--- src/rtl/ternary_neuron_accum_if.sv ---
// Chunk-beat input stream and single-result output stream of the ternary neuron accumulator.
// The slave side is the accumulator; the master side is the upstream producer plus the result consumer.
interface ternary_neuron_accum_if #(
  parameter int CNT_W = 5,
  parameter int ACC_W = 10
);
  logic             in_valid;
  logic             in_ready;
  logic             in_last;
  logic [CNT_W-1:0] pos_cnt;
  logic [CNT_W-1:0] neg_cnt;
  logic [ACC_W-1:0] thr_hi;
  logic [ACC_W-1:0] thr_lo;
  logic             out_valid;
  logic             out_ready;
  logic [1:0]       act_out;
  logic [ACC_W-1:0] sum_out;
  logic             err_ovf;

  modport master (
    output in_valid, in_last, pos_cnt, neg_cnt, thr_hi, thr_lo, out_ready,
    input  in_ready, out_valid, act_out, sum_out, err_ovf
  );

  modport slave (
    input  in_valid, in_last, pos_cnt, neg_cnt, thr_hi, thr_lo, out_ready,
    output in_ready, out_valid, act_out, sum_out, err_ovf
  );
endinterface

--- src/rtl/ternary_neuron_accum.sv ---
// Accumulates saturating (pos - neg) popcount differences over a multi-chunk neuron and
// thresholds the final signed sum into a ternary activation held in a one-entry output buffer.
module ternary_neuron_accum #(
  parameter int CNT_W      = 5,
  parameter int ACC_W      = 10,
  parameter int MAX_CHUNKS = 16,
  parameter int CHK_W      = 5
) (
  input logic                   clk,
  input logic                   rst_n,
  ternary_neuron_accum_if.slave bus
);

  typedef enum logic [1:0] {
    S_IDLE  = 2'd0,
    S_ACCUM = 2'd1,
    S_OUT   = 2'd2
  } state_t;

  localparam logic [1:0]       ACT_POS  = 2'b01;
  localparam logic [1:0]       ACT_NEG  = 2'b11;
  localparam logic [1:0]       ACT_ZERO = 2'b00;
  localparam logic [CHK_W-1:0] CNT_MAX  = CHK_W'(MAX_CHUNKS);
  localparam logic signed [ACC_W-1:0] ACC_MAX = {1'b0, {(ACC_W-1){1'b1}}};
  localparam logic signed [ACC_W-1:0] ACC_MIN = {1'b1, {(ACC_W-1){1'b0}}};

  state_t                   state_q, state_d;
  logic signed [ACC_W-1:0]  acc_q, acc_d;
  logic        [CHK_W-1:0]  cnt_q, cnt_d;
  logic        [1:0]        act_q, act_d;
  logic signed [ACC_W-1:0]  sum_q, sum_d;
  logic                     err_q, err_d;

  logic signed [CNT_W:0]    delta;
  logic signed [ACC_W-1:0]  acc_base;
  logic signed [ACC_W:0]    sum_wide;
  logic signed [ACC_W-1:0]  s_sat;
  logic                     accept;

  // One guard bit above the accumulator detects overflow; the first beat adds onto zero.
  always_comb begin
    delta    = $signed({1'b0, bus.pos_cnt}) - $signed({1'b0, bus.neg_cnt});
    acc_base = (state_q == S_ACCUM) ? acc_q : '0;
    sum_wide = {acc_base[ACC_W-1], acc_base} + {{(ACC_W-CNT_W){delta[CNT_W]}}, delta};
    if (sum_wide[ACC_W] != sum_wide[ACC_W-1]) begin
      s_sat = sum_wide[ACC_W] ? ACC_MIN : ACC_MAX;
    end else begin
      s_sat = sum_wide[ACC_W-1:0];
    end
  end

  assign accept = bus.in_valid && (state_q != S_OUT);

  // NOTE: every always_comb output gets its hold value first so no path leaves it unassigned (no latch).
  always_comb begin
    state_d = state_q;
    acc_d   = acc_q;
    cnt_d   = cnt_q;
    act_d   = act_q;
    sum_d   = sum_q;
    err_d   = err_q;
    case (state_q)
      S_IDLE, S_ACCUM: begin
        if (accept) begin
          if (cnt_q == CNT_MAX) err_d = 1'b1;
          if (bus.in_last) begin
            state_d = S_OUT;
            acc_d   = '0;
            cnt_d   = '0;
            sum_d   = s_sat;
            // The +1 test comes first so it wins when thr_lo > thr_hi.
            if (s_sat > $signed(bus.thr_hi))      act_d = ACT_POS;
            else if (s_sat < $signed(bus.thr_lo)) act_d = ACT_NEG;
            else                                  act_d = ACT_ZERO;
          end else begin
            state_d = S_ACCUM;
            acc_d   = s_sat;
            // Holding at the limit keeps over-long neurons from wrapping back below it.
            cnt_d   = (cnt_q == CNT_MAX) ? cnt_q : cnt_q + 1'b1;
          end
        end
      end
      S_OUT: begin
        if (bus.out_ready) state_d = S_IDLE;
      end
      default: state_d = S_IDLE;
    endcase
  end

  // NOTE: sequential state uses non-blocking assignments so all registers update from pre-edge values.
  always_ff @(posedge clk or negedge rst_n) begin
    if (!rst_n) begin
      state_q <= S_IDLE;
      acc_q   <= '0;
      cnt_q   <= '0;
      act_q   <= ACT_ZERO;
      sum_q   <= '0;
      err_q   <= 1'b0;
    end else begin
      state_q <= state_d;
      acc_q   <= acc_d;
      cnt_q   <= cnt_d;
      act_q   <= act_d;
      sum_q   <= sum_d;
      err_q   <= err_d;
    end
  end

  assign bus.in_ready  = (state_q != S_OUT);
  assign bus.out_valid = (state_q == S_OUT);
  assign bus.act_out   = act_q;
  assign bus.sum_out   = sum_q;
  assign bus.err_ovf   = err_q;

endmodule
--- src/flat_wrapper.sv ---
// flat-port wrapper written by rule: the top's interface ports become plain ports
module ternary_neuron_accum_flat 
#(
  parameter int CNT_W      = 5,
  parameter int ACC_W      = 10,
  parameter int MAX_CHUNKS = 16,
  parameter int CHK_W      = 5
)
  (clk, rst_n, bus_in_valid, bus_in_last, bus_pos_cnt, bus_neg_cnt, bus_thr_hi, bus_thr_lo, bus_out_ready, bus_in_ready, bus_out_valid, bus_act_out, bus_sum_out, bus_err_ovf);
  ternary_neuron_accum_if #(.CNT_W(CNT_W), .ACC_W(ACC_W)) bus_i ();
  input logic clk;
  input logic rst_n;
  input wire logic [$bits(bus_i.in_valid)-1:0] bus_in_valid;
  input wire logic [$bits(bus_i.in_last)-1:0] bus_in_last;
  input wire logic [$bits(bus_i.pos_cnt)-1:0] bus_pos_cnt;
  input wire logic [$bits(bus_i.neg_cnt)-1:0] bus_neg_cnt;
  input wire logic [$bits(bus_i.thr_hi)-1:0] bus_thr_hi;
  input wire logic [$bits(bus_i.thr_lo)-1:0] bus_thr_lo;
  input wire logic [$bits(bus_i.out_ready)-1:0] bus_out_ready;
  output wire logic [$bits(bus_i.in_ready)-1:0] bus_in_ready;
  output wire logic [$bits(bus_i.out_valid)-1:0] bus_out_valid;
  output wire logic [$bits(bus_i.act_out)-1:0] bus_act_out;
  output wire logic [$bits(bus_i.sum_out)-1:0] bus_sum_out;
  output wire logic [$bits(bus_i.err_ovf)-1:0] bus_err_ovf;
  assign bus_i.in_valid = bus_in_valid;
  assign bus_i.in_last = bus_in_last;
  assign bus_i.pos_cnt = bus_pos_cnt;
  assign bus_i.neg_cnt = bus_neg_cnt;
  assign bus_i.thr_hi = bus_thr_hi;
  assign bus_i.thr_lo = bus_thr_lo;
  assign bus_i.out_ready = bus_out_ready;
  assign bus_in_ready = bus_i.in_ready;
  assign bus_out_valid = bus_i.out_valid;
  assign bus_act_out = bus_i.act_out;
  assign bus_sum_out = bus_i.sum_out;
  assign bus_err_ovf = bus_i.err_ovf;
  ternary_neuron_accum #(.CNT_W(CNT_W), .ACC_W(ACC_W), .MAX_CHUNKS(MAX_CHUNKS), .CHK_W(CHK_W)) u_core (.clk(clk), .rst_n(rst_n), .bus(bus_i));
endmodule
--- config.mk ---
export PLATFORM = sky130hd
export DESIGN_NAME = ternary_neuron_accum_flat
export DESIGN_NICKNAME = d
export VERILOG_FILES = /design/src/rtl/ternary_neuron_accum_if.sv /design/src/rtl/ternary_neuron_accum.sv /design/src/flat_wrapper.sv
export SDC_FILE = /design/constraint.sdc
export NUM_CORES = 1
export LEC_CHECK = 0
export BUFFER_PORTS_ARGS = -buffer_cell sky130_fd_sc_hd__buf_2
export CAP_MARGIN = 30
export CORE_ASPECT_RATIO = 2
export CORE_UTILIZATION = 57
export CTS_CLUSTER_DIAMETER = 50
export DETAILED_ROUTE_END_ITERATION = 16
export PLACE_DENSITY = 0.81
export SLEW_MARGIN = 15
export SYNTH_ARGS = -nofsm -noshare
export SYNTH_HDL_FRONTEND = slang
export SYNTH_SLANG_ARGS = --single-unit
export TNS_END_PERCENT = 30
--- constraint.sdc ---
create_clock -name clk -period 5.1 [get_ports clk]
set_clock_uncertainty 0.2 [all_clocks]
set_input_delay 0.51 -clock clk [delete_from_list [all_inputs] [get_ports clk]]
set_output_delay 0.51 -clock clk [all_outputs]
set_load 0.005 [all_outputs]
==> metrics.md <==
| Metric | Value |
|---|---|
| Source-to-sink clock delay at the later pin of the worst-skew pair | `roughly 0.29 ns` |
| Synthesized instance count | `~340` |
| Leakage power of the design | `between 1.5 and 2 nW` |
| Hold WC Path Type | `primary input to asynchronous set/reset pin` |
| Cell area power density | `approximately 470 mW/mm²` |
| Clock Sinks | `30` |
| Final wirelength | `approximately 8000 µm` |
| Antenna diode count | `0` |
| First DRT Iteration DRCs | `61` |
| Clock tree root driver cell | `clkbuf_8` |
| Fraction of layout cells with a size suffix above 1 | `0.302` |
| Setup Buffers After CTS | `0` |
| Fraction of synthesis flops using an asynchronous set or reset pin | `1.00` |
| Placement Rows | `36` |
| Most instantiated library cell after synthesis | `inv_1` |
| Max Cap Violations | `0` |
| Synthesized area | `about 0.0029 mm²` |
| Final weighted congestion of routability-driven global placement | `0.951` |
| Power, Total | `1.66 mW` |
| Required time worst endpoint | `a little over 5 ns` |
| Library cells used by synthesis | `just under 60` |
| Sequential-to-total area share from yosys stat | `0.263` |
| Transition time of the tightest slew-check pin | `approximately 0.74 ns` |
| Synthesis-to-layout area growth | `25.3%` |
| Status | `finished, final reports clean` |
| Worst r2r src | `u_core.state_q[1]$_DFFE_PN0P_` |
| End of the worst register-to-register path | `u_core.bus.act_out[0]$_DFFE_PN0P_` |
| CTS max path bufs | `2` |
| Port buffer count | `just under 50` |
| Number of H-tree branching levels | `2` |
| Number of nets in the layout | `493` |
| Worst vdd rail ir drop | `about 0.32 mV` |
| Pin count of the biggest net entering global routing | `31` |
| Type of origin of the critical path | `primary input` |
| Drt via density | `around 5.9` |
| Number of iterations in the first detailed-routing pass | `4` |
| Via count of the first global-routing pass | `~2.9k` |
| Remaining number of nets flagged by the antenna check after routing | `0` |
| Vias after detailed routing | `between 2k and 3k` |
| Peak Freq | `201 MHz` |
| Path type of the worst setup path | `primary input to flip-flop` |
| CORE AREA | `about 0.0048 mm²` |
| Worst hold slack after final layout | `between 0.05 and 0.06 ns` |
| Die Span X | `52.0 µm` |
| FF-to-FF path depth | `20` |
| HPWL after DPL | `between 6000 and 7000 µm` |
| Global-route wire length before repair | `about 12000 µm` |
| Biggest fanout along the worst timing path | `5` |
| Inserted Clock Buffers | `5` |
| Cell types with the largest area share after synthesis | `dfrtp_1, ha_1, inv_1, a21oi_1, nand2_1` |
| Routed WL per cell | `approximately 16 µm` |
| Yosys warning count | `0` |
| Minimum period implied by the final worst setup slack | `4.97 ns` |
| Overflow left after global routing | `0` |
| Reg-to-reg slack, setup | `about 0.32 ns` |
| Top-Level Pins | `50` |
| CTS tree | `done` |
| Number of flops mapped to enable cells by yosys | `0` |
| Die area | `roughly 0.0053 mm²` |
| Share of the synthesized area in the top cell type | `0.263` |
| CTS clock-pin slew for the worst setup and hold paths | `0.07 ns` |
| Headroom to the max-slew limit | `0.509` |
| #FFs+latches synth | `30` |
| CP Data Arrival Time | `between 4 and 5 ns` |
| Capturing element type of the critical path | `flip-flop` |
| Final Setup Violations | `0` |
| Tot GR Track Use | `0.313` |
| Final hold violation count | `0` |
| Max-slew violation count | `0` |
| Cell types with the highest counts after synthesis | `inv_1, ha_1, nand2_1` |
| Initial Utilization | `0.592` |
| Vertical die dimension | `102 µm` |
| Largest area contributor in the netlist | `dfrtp_1` |
| Initial antenna violation count | `0` |
| Synthesized area divided by synthesized cell count | `~8.3 µm²` |
| DRC | `0` |
| Dominant register cell in the synthesized netlist | `dfrtp_1` |
| Final cycle utilization of the critical path | `0.975` |
| Synthesized net count | `415` |
[flip-flops by register name, summed over array words and instances (netlist names)]
register and cells:
u_core.state_q 2, u_core.cnt_q 5, u_core.bus.sum_out 10, u_core.acc_q 10, u_core.bus.act_out 2, u_core.bus.err_ovf 1
[cell type report]
class	instances	area (µm²)
Inverter	42	158
Fill cell	356	1250
Timing Repair Buffer	82	505
Clock buffer	6	82.6
Clock inverter	2	12.5
Sequential cell	30	751
Tap cell	57	71.3
Multi-Input combinational cell	259	1990
[layout by cell type, fill, tap and decap left out, types with 3 or more instances in the layout]
master / synthesis / routed
a211oi_1: 4 / 4
a21o_1: 7 / 7
a21oi_1: 30 / 27
a21oi_2: 0 / 3
and2_1: 11 / 11
buf_2: 2 / 49
buf_4: 0 / 32
clkbuf_8: 0 / 6
dfrtp_1: 30 / 30
ha_1: 36 / 34
inv_1: 42 / 40
maj3_1: 3 / 3
nand2_1: 33 / 32
nand2b_1: 4 / 4
nand3_1: 4 / 4
nand4_1: 4 / 4
nor2_1: 17 / 17
nor2b_1: 4 / 4
nor3_1: 7 / 6
o211ai_1: 6 / 6
o21a_1: 3 / 3
o21ai_0: 14 / 14
o21ai_1: 14 / 14
o31ai_1: 7 / 3
o31ai_2: 1 / 5
xnor2_1: 6 / 5
xor2_1: 3 / 3
[per-stage QoR]
stage	util	TNS, ns	setup slack, ns	instance area (µm²)	std cells
global placement	0.702	-0.0499	-0.0499	3390	470
detailed placement	0.702	-0.267	-0.162	3390	470
CTS	0.722	0	0.113	3480	478
finish	0.741	0	0.126	3570	478
floorplan	-	0	0.193	2850	342
global route	0.741	-0.160	-0.160	3570	478
[worst max path at each step]
stage | startpoint | endpoint | slack (ns) | cells past startpoint
2_1_floorplan | bus_neg_cnt[1] | u_core.bus.act_out[0]$_DFFE_PN0P_ | 0.19 | 23
3_3_place_gp | bus_pos_cnt[0] | u_core.bus.act_out[0]$_DFFE_PN0P_ | -0.05 | 26
3_5_place_dp | bus_pos_cnt[0] | u_core.bus.act_out[0]$_DFFE_PN0P_ | -0.16 | 26
4_1_cts | bus_pos_cnt[0] | u_core.bus.act_out[0]$_DFFE_PN0P_ | 0.11 | 26
5_1_grt | bus_pos_cnt[0] | u_core.bus.act_out[0]$_DFFE_PN0P_ | -0.16 | 26
6_report | bus_pos_cnt[0] | u_core.bus.act_out[0]$_DFFE_PN0P_ | 0.13 | 27
[cells by family (layout without fill, tap and decap cells)]
family / after synthesis / after routing / share of synthesized area
xor gates and xnor gates: 9 / 9 / 0.0276
AOI/OAI and AO/OA: 112 / 112 / 0.276
DFF: 30 / 30 / 0.263
adders and majority gates: 41 / 41 / 0.182
and+or+nand+nor: 96 / 96 / 0.176
buffers and inverters: 53 / 132 / 0.0706
muxes: 1 / 1 / 0.00395
[routing by layer]
| metal | wire [µm] | up-vias | part of all wire | global-route usage |
|---|---|---|---|---|
| met5 | 0 | - | 0 | 0 |
| met4 | 605 | 0 | 0.077 | 0.279 |
| met3 | 296 | 39 | 0.038 | 0.0342 |
| met2 | 4250 | 111 | 0.54 | 0.574 |
| met1 | 2680 | 1318 | 0.34 | 0.284 |
| li1 | - | 1366 | - | - |
[where the power goes]
part / total [mW] / switching (mW) / internal (mW) / leakage (nW)
clock network: 0.203 / 0.0952 / 0.108 / 0.0472
logic: 1.08 / 0.586 / 0.490 / 1.40
registers: 0.386 / 0.0590 / 0.327 / 0.370
total: 1.66 / 0.740 / 0.925 / 1.82
[critical path: stages]
cell      delay [ns]
buf_2           0.10
inv_1           0.04
ha_1            0.13
inv_1           0.06
fa_2            0.36
a21oi_2         0.14
nor2_1          0.04
nor2_1          0.10
xnor2_1         0.13
ha_1            0.28
a21o_1          0.23
a31o_2          0.26
or2_1           0.28
xnor2_2         0.21
buf_4           0.15
nor2_1          0.04
o32ai_2         0.33
inv_2           0.13
ha_4            0.29
nand4_1         0.13
nor3_2          0.18
a211oi_1        0.08
nor2_1          0.14
o31ai_2         0.10
buf_4           0.16
a211oi_1        0.22
nor3_1          0.09
[timing repair]
action / CTS / global route
hold buffers: 0 / 0
setup endpoints to repair: 0 / 2
hold endpoints to repair: 0 / 0
gates resized for setup: 0 / 18
(Power assumes the default switching activity.)
